## src/rtl/mesh_terminal_if.sv

```systemverilog
`default_nettype none
// ============================================================================
//  Module   : mesh_terminal_if
//  Purpose  : Terminal adapter between a host and a mesh router port.
//             TX side: host packets are queued with the next-hop byte
//             cleared, and offered to the router head-first.
//             RX side: a three-state handshake (IDLE/POP/CAP) pulls packets
//             from the router into an RX queue for the host. Captured
//             packets that carry a foreign destination are still queued,
//             and they are also counted as misroutes.
//  Ports    : clk, rst (sync, active-low)
//             host TX   : tx_push, tx_data, tx_full
//             router TX : data_out_i_in, pndng_i_in, popin
//             router RX : data_out, pndng, pop
//             host RX   : rx_pop, rx_data, rx_valid
//             stats     : tx_cnt, rx_cnt, misroute (16-bit, wrapping)
//  Revision : 1.0 - initial release
// ============================================================================
module mesh_terminal_if #(
  parameter int pckg_sz    = 40,
  parameter int fifo_depth = 4,
  parameter int id_r       = 0,
  parameter int id_c       = 0
) (
  input  logic               clk,
  input  logic               rst,
  input  logic               tx_push,
  input  logic [pckg_sz-1:0] tx_data,
  output logic               tx_full,
  output logic [pckg_sz-1:0] data_out_i_in,
  output logic               pndng_i_in,
  input  logic               popin,
  input  logic [pckg_sz-1:0] data_out,
  input  logic               pndng,
  output logic               pop,
  input  logic               rx_pop,
  output logic [pckg_sz-1:0] rx_data,
  output logic               rx_valid,
  output logic [15:0]        tx_cnt,
  output logic [15:0]        rx_cnt,
  output logic [15:0]        misroute
);

  localparam int               c_AW       = $clog2(fifo_depth);
  localparam logic [c_AW:0]    c_DEPTH    = (c_AW+1)'(fifo_depth);
  localparam logic [c_AW:0]    c_ONE      = (c_AW+1)'(1);
  localparam logic [pckg_sz-1:0] c_HOP_MASK = {8'h00, {(pckg_sz-8){1'b1}}};
  localparam logic [3:0]       c_ID_R     = 4'(id_r);
  localparam logic [3:0]       c_ID_C     = 4'(id_c);

  // --------------------------------------------------------------------------
  // TX queue
  // --------------------------------------------------------------------------
  logic [pckg_sz-1:0] r_tx_mem [fifo_depth];
  logic [c_AW-1:0]    r_tx_wp;
  logic [c_AW-1:0]    r_tx_rp;
  logic [c_AW:0]      r_tx_occ;
  logic [15:0]        r_tx_cnt;
  logic               w_tx_full;
  logic               w_tx_deq;
  logic               w_tx_enq;

  assign w_tx_full = (r_tx_occ == c_DEPTH);
  assign w_tx_deq  = popin && (r_tx_occ != '0);
  // A push against a full queue still lands if the same edge frees a slot.
  assign w_tx_enq  = tx_push && (!w_tx_full || w_tx_deq);

  always_ff @(posedge clk) begin
    if (!rst) begin
      r_tx_wp  <= '0;
      r_tx_rp  <= '0;
      r_tx_occ <= '0;
      r_tx_cnt <= '0;
    end else begin
      if (w_tx_enq) r_tx_wp <= r_tx_wp + 1'b1;
      if (w_tx_deq) begin
        r_tx_rp  <= r_tx_rp + 1'b1;
        r_tx_cnt <= r_tx_cnt + 16'd1;
      end
      case ({w_tx_enq, w_tx_deq})
        2'b10:   r_tx_occ <= r_tx_occ + c_ONE;
        2'b01:   r_tx_occ <= r_tx_occ - c_ONE;
        default: r_tx_occ <= r_tx_occ;
      endcase
    end
  end

  // Storage is not reset; the next-hop byte is cleared on the way in.
  always_ff @(posedge clk) begin
    if (rst && w_tx_enq) r_tx_mem[r_tx_wp] <= tx_data & c_HOP_MASK;
  end

  assign tx_full       = w_tx_full;
  assign pndng_i_in    = (r_tx_occ != '0);
  assign data_out_i_in = r_tx_mem[r_tx_rp];
  assign tx_cnt        = r_tx_cnt;

  // --------------------------------------------------------------------------
  // RX handshake FSM
  // --------------------------------------------------------------------------
  typedef enum logic [1:0] {
    S_IDLE = 2'd0,
    S_POP  = 2'd1,
    S_CAP  = 2'd2
  } state_t;

  state_t r_state;
  state_t w_state_nxt;
  logic   w_pop;
  logic   w_rx_enq;

  logic [pckg_sz-1:0] r_rx_mem [fifo_depth];
  logic [c_AW-1:0]    r_rx_wp;
  logic [c_AW-1:0]    r_rx_rp;
  logic [c_AW:0]      r_rx_occ;
  logic [15:0]        r_rx_cnt;
  logic [15:0]        r_misroute;
  logic               w_rx_deq;
  logic               w_rx_slot;
  logic               w_foreign;

  assign w_rx_deq  = rx_pop && (r_rx_occ != '0);
  // The IDLE decision reserves the slot for the capture two cycles later;
  // a host read in the decision cycle counts as freeing one.
  assign w_rx_slot = (r_rx_occ != c_DEPTH) || w_rx_deq;
  assign w_foreign = (data_out[pckg_sz-9:pckg_sz-16] != {c_ID_R, c_ID_C});

  always_ff @(posedge clk) begin
    if (!rst) r_state <= S_IDLE;
    else      r_state <= w_state_nxt;
  end

  always_comb begin
    w_state_nxt = r_state;
    w_pop       = 1'b0;
    w_rx_enq    = 1'b0;
    case (r_state)
      S_IDLE: if (pndng && w_rx_slot) w_state_nxt = S_POP;
      S_POP: begin
        w_pop       = 1'b1;
        w_state_nxt = S_CAP;
      end
      // The router registers its output on pop, so capture one cycle later.
      S_CAP: begin
        w_rx_enq    = 1'b1;
        w_state_nxt = S_IDLE;
      end
      default: w_state_nxt = S_IDLE;
    endcase
  end

  always_ff @(posedge clk) begin
    if (!rst) begin
      r_rx_wp    <= '0;
      r_rx_rp    <= '0;
      r_rx_occ   <= '0;
      r_rx_cnt   <= '0;
      r_misroute <= '0;
    end else begin
      if (w_rx_enq) begin
        r_rx_wp  <= r_rx_wp + 1'b1;
        r_rx_cnt <= r_rx_cnt + 16'd1;
        if (w_foreign) r_misroute <= r_misroute + 16'd1;
      end
      if (w_rx_deq) r_rx_rp <= r_rx_rp + 1'b1;
      case ({w_rx_enq, w_rx_deq})
        2'b10:   r_rx_occ <= r_rx_occ + c_ONE;
        2'b01:   r_rx_occ <= r_rx_occ - c_ONE;
        default: r_rx_occ <= r_rx_occ;
      endcase
    end
  end

  always_ff @(posedge clk) begin
    if (rst && w_rx_enq) r_rx_mem[r_rx_wp] <= data_out;
  end

  assign pop      = w_pop;
  assign rx_valid = (r_rx_occ != '0);
  assign rx_data  = r_rx_mem[r_rx_rp];
  assign rx_cnt   = r_rx_cnt;
  assign misroute = r_misroute;

endmodule
`default_nettype wire

```

## config.mk

```make
export PLATFORM = sky130hd
export DESIGN_NAME = mesh_terminal_if
export DESIGN_NICKNAME = d
export VERILOG_FILES = /design/src/rtl/mesh_terminal_if.sv
export SDC_FILE = /design/constraint.sdc
export NUM_CORES = 1
export LEC_CHECK = 0
export BUFFER_PORTS_ARGS = -buffer_cell sky130_fd_sc_hd__buf_2
export CAP_MARGIN = 20
export CORE_UTILIZATION = 45
export DETAILED_ROUTE_END_ITERATION = 12
export GPL_ROUTABILITY_DRIVEN = 1
export PLACE_DENSITY = 0.77
export SKIP_CTS_REPAIR_TIMING = 1
export SYNTH_ARGS = -nofsm -noshare
export SYNTH_HDL_FRONTEND = slang
export SYNTH_SLANG_ARGS = --single-unit
export TNS_END_PERCENT = 100
```

## constraint.sdc

```tcl
create_clock -name clk -period 2.3 [get_ports clk]
set_input_delay 0.46 -clock clk [delete_from_list [all_inputs] [get_ports clk]]
set_output_delay 0.46 -clock clk [all_outputs]
set_load 0.03 [all_outputs]
```

==> qor.yml <==
run_status:
  status: "complete, but fails checks"
  violations: "setup timing"
timing:
  timing.final.ws_setup_ns: -0.05657
  worst_slew_pin_slew_ns: 0.7673
  finalHoldViolCount: 0
  slew_headroom_pct: 48.38
  max_clock_freq_ghz: 0.4243
  fin_skew_ns: 0.01584
  min_period_ns: 2.357
  rsz0062_at_grt: "yes"
  fin_hold_ws_ns: 0.1665
  fin_crit_sh_pct: 102.5
  maxSlewViolCount: 0
  setup_viol: 39
route:
  drtIter0Drc: 528
  wl_mm: 27.01
  ant_nets: 0
  vias: 7491
  avgViaCountPerCell: 5.339
  drc: 0
  dr.pass1.iters: 5
  wl_per_cell_um: 19.25
yosys:
  synth-edff-count: 288
  yosysSeqAreaShare_pct: 73.33
  synth_area_um2: 13650
  ys_seq_elements: 356
  synth-compound-area-share_pct: 2.594
  yosys.area_share.xor_xnor_pct: 1.861
  syn_inst: 756
  synth_top_family_by_area: "multiplexers"
  avgSynthCellArea_um2: 18.05
  synth_adder_area_share_pct: 1.393
  synth.area.mux_share_pct: 12.47
  postSynth.asyncResetShare_pct: 0
  yosys_most_used_dff: "edfxtp_1"
  yosys_warnings: 0
  synthSimpleGateAreaFrac_pct: 6.353
  yosysUniqueCellTypes: 47
pwr:
  irDropWorstVdd_mv: 0.4573
  p_leak_nw: 5.798
  p_switching_mw: 3.508
  seq_power_share_pct: 49.6
  sw_frac_of_total_pct: 24.13
  internal_power_mw: 11.03
  clockPowerShare_pct: 36.1
  p_comb_share_pct: 14.3
  pwr_density_cell_nw_per_um2: 873.2
finish:
  syn_to_final_growth_pct: 21.95
  num_antenna_cells: 0
  drive_above_1_share_pct: 35.04
  layout.nets: 1090
  fin_util_pct: 56.01
floorplan:
  core_um2: 29720
  initial_core_util_pct: 45.93
  dieArea_um2: 31030
  die_w_um: 176.2
  ioPinCount: 218
  num_rows: 63
  die_h_um: 176.2
grt:
  grt_pass1_vias: 7441
  grt_max_degree: 41
  antenna_found_initial: 0
  gr-usage-all-layers_pct: 16.91
  grt_overflow_total: 0
  grt_pass1_wl_mm: 40.88
critical_path:
  arrival_ns: 1.90
  cp_data_required_time_ns: 1.84
  startpoint_type: "flip-flop"
  path_class: "flip-flop to output port"
  endpoint_kind: "output port"
  cp_max_fo: 10
placement:
  io_buffers: 201
  post-dp-hpwl_mm: 16.38
  place_congestion: 0.7808
clock_network:
  cts_buffers: 36
  clk_pin_slew_worst_paths_ns: 0.06
  cts.sinks: 356
  root_buffer: "clkbuf_16"
  cts_tree: "done"
  clk_latency_ns: 0.51
  clockBufferDepth: 3
  h-tree-depth: 2
hold_path:
  hp-class: "input pin to flip-flop"
run:
  max_cap_viol_count: 0
final timing paths:
kind                              startpoint              end  slack, ns  cells after the start
worst max-delay path               flip-flop      rx_data[29]      -0.06                      3
worst min-delay path            data_out[12]  r_rx_mem[2][12]       0.17                      1
worst min register to register    tx_cnt[15]       tx_cnt[15]       0.49                      2
worst max register to register    r_state[0]      r_rx_occ[2]       0.31                      8
stage by stage:
step	std cells	power, mW	setup slack [ns]	instance area [µm²]	setup TNS, ns
2_1_floorplan	763	8.621	0.1246	13680	0
3_3_place_gp	1336	9.135	0.1632	15280	0
3_5_place_dp	1336	9.172	0.1467	15280	0
4_1_cts	1397	14.43	-0.1701	16330	-6.997
5_1_grt	1403	15.04	-0.1143	16640	-4.183
6_report	1403	14.53	-0.05657	16640	-0.9597
layout by cell type (no fill, tap or decap), types with 3 or more instances in the layout:
cell type and count:
edfxtp_1 288, clkinv_1 7, nand4_1 14, o31ai_1 7, and3_1 8, buf_2 172, nor4_1 3, conb_1 8
buf_12 12, xnor2_1 11, clkbuf_1 13, xor2_1 18, and3_2 8, nand2_1 28, buf_4 11, clkbuf_16 40
ha_1 12, o21ai_0 15, a21oi_1 24, inv_1 16, nand2b_1 7, nor4b_1 3, dfxtp_1 65, nand3_1 16
mux4_2 72, and4_1 3, or3_1 16, buf_6 26, nor2_1 36, or4_1 8, and2_1 3, mux2i_1 8
critical path, cell delays in order, from the launching register on:
cell and delay (ns):
dfxtp_4 0.45, clkbuf_16 0.22, mux4_2 0.52, buf_2 0.20
state kept, by name (all words and copies together) (netlist names), named ones only:
name / cells
r_rx_rp: 2
r_tx_occ: 3
rx_cnt: 16
r_tx_wp: 2
r_rx_mem: 160
r_tx_mem: 128
r_tx_rp: 2
r_rx_wp: 2
r_rx_occ: 3
misroute: 16
r_state: 2
tx_cnt: 16
synthesized netlist by cell type (2+ instances only):
master,count,area [µm²]
edfxtp_1,288,8648
nand3b_1,2,15.01
buf_1,2,7.510
buf_2,8,40.04
nor4_1,3,18.77
ha_1,12,150.1
clkbuf_1,17,63.81
o31ai_1,7,52.55
xor2_1,18,157.7
nand2b_1,7,43.79
nor2_1,36,135.1
buf_4,8,60.06
buf_6,2,22.52
o211ai_1,2,15.01
or4_1,8,60.06
and3_1,16,100.1
nand2_1,28,105.1
nand4_1,14,87.58
nand3_1,16,80.08
o21ai_0,15,75.07
inv_1,17,63.81
o31a_1,2,17.52
a21oi_1,24,120.1
dfxtp_1,68,1361
fa_1,2,40.04
and4b_1,2,20.02
and4_1,3,26.28
mux2i_1,8,80.08
nor3_1,2,10.01
or3_1,16,100.1
nor4b_1,3,26.28
o2111ai_1,2,17.52
mux4_2,72,1622
xnor2_1,11,96.34
and2_1,3,18.77
power by group through the flow:
stage	clock, mW	sequential [mW]	combinational, mW
floorplan	0	7.30	1.32
global placement	0	7.30	1.83
detailed placement	0	7.31	1.86
CTS	5.38	7.18	1.87
global route	5.62	7.22	2.21
finish	5.25	7.21	2.08
area by class of cell:
class,count,area [µm²]
Fill cell,2270,13070
Sequential cell,356,10020
Multi-Input combinational cell,351,3407
Timing Repair Buffer,227,1619
Clock buffer,49,949.7
Tap cell,390,488.0
Clock inverter,12,92.59
Inverter,18,70.07
kinds of logic after synthesis:
group           after synthesis
xor+xnor                     29
fa+ha+maj                    14
other cells                   1
buf+inv                      56
flops                       356
compound gates               58
mux                          80
simple gates                162
routing by layer:
metal  part of all wire (%)  global-route usage [%]
met1                     42                   22.35
met2                     50                   28.43
met3                    5.8                   3.510
met4                    2.0                   4.529
met5                      0                       0
Note: power is estimated with default switching activity, not from simulation.
